[src/rtl/tt_um_jleugeri_ttt_pkg.sv]
// Shared types and opcodes for the tick-tock-tokens stage sequencer.
package tt_um_jleugeri_ttt_pkg;

  typedef enum logic [1:0] {
    StWait    = 2'b00,
    StUpdate  = 2'b01,
    StCheck   = 2'b10,
    StNetwork = 2'b11
  } stage_t;

  typedef enum logic [1:0] {
    NetLo,
    NetHi,
    NetStream
  } net_state_t;

  localparam logic [3:0] OpNop     = 4'b0000;
  localparam logic [3:0] OpInput   = 4'b0001;
  localparam logic [3:0] OpAdvance = 4'b0010;

  // Every 1xxx opcode is a program write.
  function automatic logic is_prog(logic [3:0] op);
    return op[3];
  endfunction

endpackage

[src/rtl/tt_um_jleugeri_ttt_range_walker.sv]
// Fetches indptr[p], indptr[p+1] and streams connection IDs lo..hi-1 under ready/valid.
module tt_um_jleugeri_ttt_range_walker
  import tt_um_jleugeri_ttt_pkg::*;
#(
  parameter int unsigned ProcBits = 4,
  parameter int unsigned ConnBits = 8
) (
  input  logic                clk_i,
  input  logic                rst_i,
  input  logic                start_i,
  input  logic [ProcBits-1:0] proc_i,
  output logic                rd_en_o,
  output logic [ProcBits-1:0] rd_addr_o,
  input  logic [ConnBits-1:0] rd_data_i,
  output logic                conn_valid_o,
  input  logic                conn_ready_i,
  output logic [ConnBits-1:0] conn_id_o,
  output logic                done_o
);

  net_state_t          state_q;
  logic                busy_q;
  logic                loaded_q;
  logic [ConnBits-1:0] lo_q, hi_q, cid_q;
  logic                last_conn;
  logic                range_empty;

  assign last_conn   = ConnBits'(cid_q + 1'b1) == hi_q;
  // In the first STREAM cycle rd_data_i carries indptr[p+1].
  assign range_empty = !(rd_data_i > lo_q);

  assign rd_en_o      = busy_q && (state_q == NetLo || state_q == NetHi);
  assign rd_addr_o    = (state_q == NetHi) ? ProcBits'(proc_i + 1'b1) : proc_i;
  assign conn_valid_o = busy_q && state_q == NetStream && loaded_q;
  assign conn_id_o    = cid_q;
  assign done_o       = busy_q && state_q == NetStream &&
                        (loaded_q ? (conn_ready_i && last_conn) : range_empty);

  always_ff @(posedge clk_i) begin
    if (rst_i) begin
      state_q  <= NetLo;
      busy_q   <= 1'b0;
      loaded_q <= 1'b0;
      lo_q     <= '0;
      hi_q     <= '0;
      cid_q    <= '0;
    end else if (!busy_q) begin
      if (start_i) begin
        busy_q   <= 1'b1;
        state_q  <= NetLo;
        loaded_q <= 1'b0;
      end
    end else begin
      unique case (state_q)
        NetLo: state_q <= NetHi;
        NetHi: begin
          lo_q    <= rd_data_i;
          state_q <= NetStream;
        end
        NetStream: begin
          if (!loaded_q) begin
            hi_q  <= rd_data_i;
            cid_q <= lo_q;
            if (range_empty) busy_q <= 1'b0;
            else             loaded_q <= 1'b1;
          end else if (conn_ready_i) begin
            if (last_conn) begin
              busy_q   <= 1'b0;
              loaded_q <= 1'b0;
            end else begin
              cid_q <= ConnBits'(cid_q + 1'b1);
            end
          end
        end
        default: state_q <= NetLo;
      endcase
    end
  end

endmodule

[src/rtl/tt_um_jleugeri_ttt_scheduler.sv]
// Stage sequencer WAIT -> UPDATE -> CHECK -> NETWORK for the tick-tock-tokens core.
// Optional tick counter enabled by defining TTT_SCHED_TICK_COUNTER_EN.
module tt_um_jleugeri_ttt_scheduler
  import tt_um_jleugeri_ttt_pkg::*;
#(
  parameter int unsigned NUM_PROCESSORS  = 15,
  parameter int unsigned NUM_CONNECTIONS = 225,
  parameter int unsigned PROC_BITS       = $clog2(NUM_PROCESSORS + 1),
  parameter int unsigned CONN_BITS       = $clog2(NUM_CONNECTIONS + 1),
  parameter int unsigned TICK_BITS       = 16
) (
  input  logic                 clock_fast,
  input  logic                 reset,
  input  logic [3:0]           instruction,
  output logic [1:0]           stage,
  output logic                 input_strobe,
  output logic                 prog_strobe,
  output logic                 cmd_reject,
  output logic [PROC_BITS-1:0] proc_idx,
  output logic                 proc_update_en,
  output logic                 proc_check_en,
  input  logic                 fire_start,
  input  logic                 fire_stop,
  output logic                 indptr_rd_en,
  output logic [PROC_BITS-1:0] indptr_addr,
  input  logic [CONN_BITS-1:0] indptr_rdata,
  output logic                 conn_valid,
  input  logic                 conn_ready,
  output logic [CONN_BITS-1:0] conn_id,
  output logic [1:0]           conn_startstop,
  output logic [PROC_BITS-1:0] processor_id_out,
  output logic [1:0]           token_startstop,
  output logic                 output_valid,
  output logic [TICK_BITS-1:0] tick_count
);

  localparam logic [PROC_BITS-1:0] LastProc = PROC_BITS'(NUM_PROCESSORS - 1);

  stage_t stage_q;
  logic   walk_start, walk_done;

  assign walk_start     = (stage_q == StCheck) && (fire_start || fire_stop);
  assign stage          = stage_q;
  assign conn_startstop = token_startstop;

  always_ff @(posedge clock_fast) begin
    if (reset) begin
      stage_q          <= StWait;
      proc_idx         <= '0;
      proc_update_en   <= 1'b0;
      proc_check_en    <= 1'b0;
      input_strobe     <= 1'b0;
      prog_strobe      <= 1'b0;
      cmd_reject       <= 1'b0;
      output_valid     <= 1'b0;
      processor_id_out <= '0;
      token_startstop  <= 2'b00;
    end else begin
      input_strobe <= 1'b0;
      prog_strobe  <= 1'b0;
      cmd_reject   <= 1'b0;
      output_valid <= 1'b0;

      if (stage_q == StWait) begin
        if (is_prog(instruction)) begin
          prog_strobe <= 1'b1;
        end else begin
          case (instruction)
            OpNop, OpAdvance: ;
            OpInput:          input_strobe <= 1'b1;
            default:          cmd_reject   <= 1'b1;
          endcase
        end
      end else if (instruction == OpInput || is_prog(instruction)) begin
        cmd_reject <= 1'b1;
      end

      unique case (stage_q)
        StWait: begin
          if (instruction == OpAdvance) begin
            stage_q        <= StUpdate;
            proc_idx       <= '0;
            proc_update_en <= 1'b1;
          end
        end
        StUpdate: begin
          if (proc_idx == LastProc) begin
            stage_q        <= StCheck;
            proc_idx       <= '0;
            proc_update_en <= 1'b0;
            proc_check_en  <= 1'b1;
          end else begin
            proc_idx <= PROC_BITS'(proc_idx + 1'b1);
          end
        end
        StCheck: begin
          if (fire_start || fire_stop) begin
            stage_q          <= StNetwork;
            proc_check_en    <= 1'b0;
            output_valid     <= 1'b1;
            processor_id_out <= proc_idx;
            token_startstop  <= {fire_stop, fire_start};
          end else if (proc_idx == LastProc) begin
            stage_q       <= StWait;
            proc_idx      <= '0;
            proc_check_en <= 1'b0;
          end else begin
            proc_idx <= PROC_BITS'(proc_idx + 1'b1);
          end
        end
        StNetwork: begin
          // proc_idx holds the firing processor for the whole NETWORK stage.
          if (walk_done) begin
            if (proc_idx == LastProc) begin
              stage_q  <= StWait;
              proc_idx <= '0;
            end else begin
              stage_q       <= StCheck;
              proc_idx      <= PROC_BITS'(proc_idx + 1'b1);
              proc_check_en <= 1'b1;
            end
          end
        end
        default: stage_q <= StWait;
      endcase
    end
  end

  tt_um_jleugeri_ttt_range_walker #(
    .ProcBits (PROC_BITS),
    .ConnBits (CONN_BITS)
  ) u_range_walker (
    .clk_i        (clock_fast),
    .rst_i        (reset),
    .start_i      (walk_start),
    .proc_i       (processor_id_out),
    .rd_en_o      (indptr_rd_en),
    .rd_addr_o    (indptr_addr),
    .rd_data_i    (indptr_rdata),
    .conn_valid_o (conn_valid),
    .conn_ready_i (conn_ready),
    .conn_id_o    (conn_id),
    .done_o       (walk_done)
  );

`ifdef TTT_SCHED_TICK_COUNTER_EN
  logic [TICK_BITS-1:0] tick_q;

  always_ff @(posedge clock_fast) begin
    if (reset) begin
      tick_q <= '0;
    end else if (stage_q == StWait && instruction == OpAdvance) begin
      tick_q <= TICK_BITS'(tick_q + 1'b1);
    end
  end

  assign tick_count = tick_q;
`else
  assign tick_count = '0;
`endif

endmodule

[config.mk]
export PLATFORM = sky130hd
export DESIGN_NAME = tt_um_jleugeri_ttt_scheduler
export DESIGN_NICKNAME = d
export VERILOG_FILES = /design/src/rtl/tt_um_jleugeri_ttt_pkg.sv /design/src/rtl/tt_um_jleugeri_ttt_range_walker.sv /design/src/rtl/tt_um_jleugeri_ttt_scheduler.sv
export SDC_FILE = /design/constraint.sdc
export NUM_CORES = 1
export LEC_CHECK = 0
export CAP_MARGIN = 20
export CORE_ASPECT_RATIO = 0.5
export CORE_MARGIN = 4
export CORE_UTILIZATION = 30
export DETAILED_ROUTE_END_ITERATION = 16
export PLACE_DENSITY = 0.62
export SETUP_SLACK_MARGIN = 0.02
export SYNTH_ARGS = -nofsm -noshare
export SYNTH_HDL_FRONTEND = slang
export SYNTH_SLANG_ARGS = --single-unit
[constraint.sdc]
create_clock -name clock_fast -period 3.24 [get_ports clock_fast]
set_clock_uncertainty 0.1 [all_clocks]
set_input_delay 0.648 -clock clock_fast [delete_from_list [all_inputs] [get_ports clock_fast]]
set_output_delay 0.648 -clock clock_fast [all_outputs]
set_load 0.1 [all_outputs]
==> summary.md <==
| Metric | Value |
|---|---|
| P_int | `between 0.8 and 0.9 mW` |
| Power, Total | `around 1.3 mW` |
| Antenna Cells | `0` |
| Worst r2r src | `u_range_walker.conn_id_o[0]$_SDFFE_PP0P_` |
| Area delta synth->final | `23.9%` |
| Routed WL per cell | `13.4 µm` |
| DRT antenna net count | `0` |
| Clk root buf | `clkbuf_16` |
| PwrDens | `368 nW/µm²` |
| Synth unique cells | `52` |
| Top cell type's share of synthesized area | `0.334` |
| Status | `finished, final reports clean` |
| TNS Setup | `0 ps` |
| Number of global-route vias before repair | `2272` |
| Clock latency on the worst-skew pair | `290 ps` |
| Placed cells | `506` |
| Endpoint type of the worst setup path | `flip-flop` |
| Peak Freq | `366 MHz` |
| Worst Path Max Fanout | `12` |
| Clock power share | `0.397` |
| Fin cells | `around 500` |
| Cells after synthesis | `351` |
| Clock-pin slew on the worst setup and hold paths | `60 ps` |
| Initial antenna violation count | `0` |
| Syn Area/Cell | `7.86 µm²` |
| Unrepaired setup endpoints after global routing | `false` |
| Pre-CTS WS | `280 ps` |
| Largest family of logic cells by synthesized area | `simple AND/OR/NAND/NOR gates` |
| Total GRT Usage | `0.127` |
| Die Area | `10900 µm²` |
| CTS resizes | `0` |
| Synth Area in Adders | `0.0544` |
| Top FF cell, synth | `dfxtp_1` |
| WP data required | `3340 ps` |
| Flop pwr share | `0.456` |
| Top Ports | `67` |
| Sequential share of the synthesized area | `0.334` |
| H-Tree Depth | `2` |
| Critical Path Source Type | `flip-flop` |
| Chip width | `144 µm` |
| Post-Syn Area | `2760 µm²` |
| # clock sinks | `46` |
| Core area | `8830 µm²` |
| Worst Tran Pin Value | `~560 ps` |
| Clk buf depth | `2` |
| Worst setup margin | `between 500 and 600 ps` |
| Floorplan row count | `24` |
| Final setup fails | `0` |
| Hold crit path type | `flip-flop to flip-flop` |
| Period utilization | `0.843` |
| Most frequent CP cell | `a21oi_1` |
| Number of synthesized flops with an enable pin | `0` |
| Initial DRC count | `147` |
| GRT overflow | `0` |
| Ys async rst share | `0` |
| Pin count of the biggest net entering global routing | `29` |
| DRT Wirelength | `around 6900 µm` |
| CTS Hold Bufs | `0` |
| Post-synthesis mux area share | `0.0222` |
| Slowest CP cell | `dfxtp_1` |
| Final slew viol count | `0` |
| Critical Path, Cell by Cell | `ha_1 > and3_1 > a21oi_1 > nand4b_2 > nor4_4 > or2_1 > a21oi_1 > o32ai_1` |
| Hpwl dp | `5150 µm` |
| Die height | `75.8 µm` |
| Relative slew slack | `0.629` |
| Most common cell in the netlist | `nand2_1` |
| CTS tree | `done` |
| Post-Synth XOR/XNOR Area | `0.0286` |
| Yosys warns | `0` |
| Synth cell count leaders | `nand2_1 (47), dfxtp_1 (46), a21oi_1 (43), nor2_1 (24), buf_4 (20)` |
| DR pass1 iterations | `4` |
| Top cells by area, synth | `dfxtp_1 (33%), a21oi_1 (7.8%), nand2_1 (6.4%)` |
| Hold Fails Final Rpt | `0` |
| Max Cap Viol | `0` |
| RePlAce Congestion | `0.771` |
| NetSw | `0.367 mW` |
| Initial Util | `0.312` |
| Synth Area in Simple Gates | `0.270` |
| Hold path start | `u_range_walker.lo_q[7]$_SDFFE_PP0P_` |
| Hold Slack | `357 ps` |
| Yosys reg bits | `46` |
| Nets | `425` |
| Port-buffer cells | `50` |
| Max VDD drop | `0.184 mV` |
| First-pass GRT wire length | `11200 µm` |
| Comb power frac | `0.147` |
| Kind of critical path | `flip-flop to flip-flop` |
| Critical path's largest stage delay | `between 400 and 500 ps` |
| Sw Ratio | `0.292` |
| Min Tclk post-route | `2730 ps` |
| CTS Buf Count | `5` |
| # DRC | `0` |
| WHS Path Cells | `2` |
| Fraction of layout cells with a size suffix above 1 | `0.144` |
| FILL cells | `903` |
| Via/cell ratio | `4.96` |
| Arrival time at the worst endpoint | `2830 ps` |
| Post-CTS setup buffer count | `0` |
| Worst R2R Path Depth | `8` |
| Critical Path Source | `u_range_walker.conn_id_o[0]$_SDFFE_PP0P_` |
| Synth Area in Compound Gates | `0.198` |
| Flop-to-flop setup slack | `510 ps` |
| Area leader, netlist | `dfxtp_1` |
| Vias | `between 2000 and 3000` |
| LEAKAGE | `about 1.3 nW` |
## state kept, by name, summed over array words and instances, names as in the netlist
register / flops
prog_strobe: 1
proc_check_en: 1
proc_idx: 4
conn_startstop: 2
output_valid: 1
u_range_walker.lo_q: 8
cmd_reject: 1
u_range_walker.busy_q: 1
u_range_walker.loaded_q: 1
u_range_walker.hi_q: 8
proc_update_en: 1
u_range_walker.conn_id_o: 8
input_strobe: 1
u_range_walker.state_q: 2
processor_id_out: 4
stage: 2
## logic make-up (layout without fill, tap and decap cells)
kind of cell | count (synthesis) | in the layout
and+or+nand+nor | 142 | 142
AOI/OAI and AO/OA | 89 | 89
DFF | 46 | 46
buffers and inverters | 46 | 76
adders and majority gates | 12 | 12
xor gates and xnor gates | 9 | 9
muxes | 6 | 6
other | 1 | 16
## worst max-delay path: cells and delay by family (launching register included)
kind	cells	cell delay, ps
AOI/OAI and AO/OA	3	380
and+or+nand+nor	4	1330
DFF	1	490
adders and majority gates	1	350
## layer usage
| layer | vias up | track usage | part of all wire | wire length, µm |
|---|---|---|---|---|
| li1 | 1300 | - | - | - |
| met2 | 49 | 0.222 | 0.48 | 3320 |
| met4 | 0 | 0.0219 | 0.0064 | 44 |
| met1 | 1193 | 0.165 | 0.47 | 3230 |
| met3 | 4 | 0.0288 | 0.044 | 301 |
| met5 | - | 0 | 0 | 0 |
## final cells by class
cell class / count / area [µm²] / area share
well taps: 117 / 146 / 0.0429
inverters: 13 / 48.8 / 0.0143
clock buffers: 6 / 129 / 0.0377
multi-input cells: 274 / 1670 / 0.488
repair buffers: 56 / 498 / 0.146
flip-flops and latches: 46 / 921 / 0.270
clock inverters: 1 / 7.51 / 0.00220
## layout by cell type, fill, tap and decap left out, types with 2 or more instances in the layout
master	n
buf_4	37
or4_1	2
o21ai_0	16
a31oi_1	5
ha_1	12
clkbuf_16	5
o211ai_1	2
mux2i_1	5
inv_1	13
a21oi_1	43
dfxtp_1	46
xnor2_1	5
o21bai_1	2
nand3b_1	3
nor2_1	24
nor3_1	7
and3_1	4
nand4_1	5
xnor2_2	2
nand3_1	15
nor2b_1	7
nor4b_1	3
a211oi_1	3
o32ai_1	3
a311oi_1	3
nor3b_1	2
and2_1	2
buf_12	3
conb_1	16
nand2b_1	7
nand2_1	47
a211o_1	3
or3_1	3
clkdlybuf4s50_1	16
a22oi_1	2
nor4_1	2
## metrics by stage
step	util	area, µm²
final	0.387	3420
after floorplan	-	2840
after global placement	0.371	3280
after global routing	0.387	3420
after detailed placement	0.371	3280
after CTS	0.387	3420
## power groups by stage
| stage | registers (mW) | logic (mW) | clock network, mW |
|---|---|---|---|
| 4_1_cts | 0.574 | 0.185 | 0.507 |
| 3_3_place_gp | 0.587 | 0.185 | 0 |
| 6_report | 0.574 | 0.185 | 0.499 |
| 5_1_grt | 0.574 | 0.194 | 0.533 |
| 2_1_floorplan | 0.616 | 0.129 | 0 |
| 3_5_place_dp | 0.587 | 0.185 | 0 |
## path summary, 6_finish.rpt
| kind | to |
|---|---|
| max reg2reg | u_range_walker.conn_id_o[7]$_SDFFE_PP0P_ |
| min | u_range_walker.lo_q[7]$_SDFFE_PP0P_ |
| min reg2reg | u_range_walker.lo_q[7]$_SDFFE_PP0P_ |
| max | u_range_walker.conn_id_o[7]$_SDFFE_PP0P_ |
(Power assumes the default switching activity.)
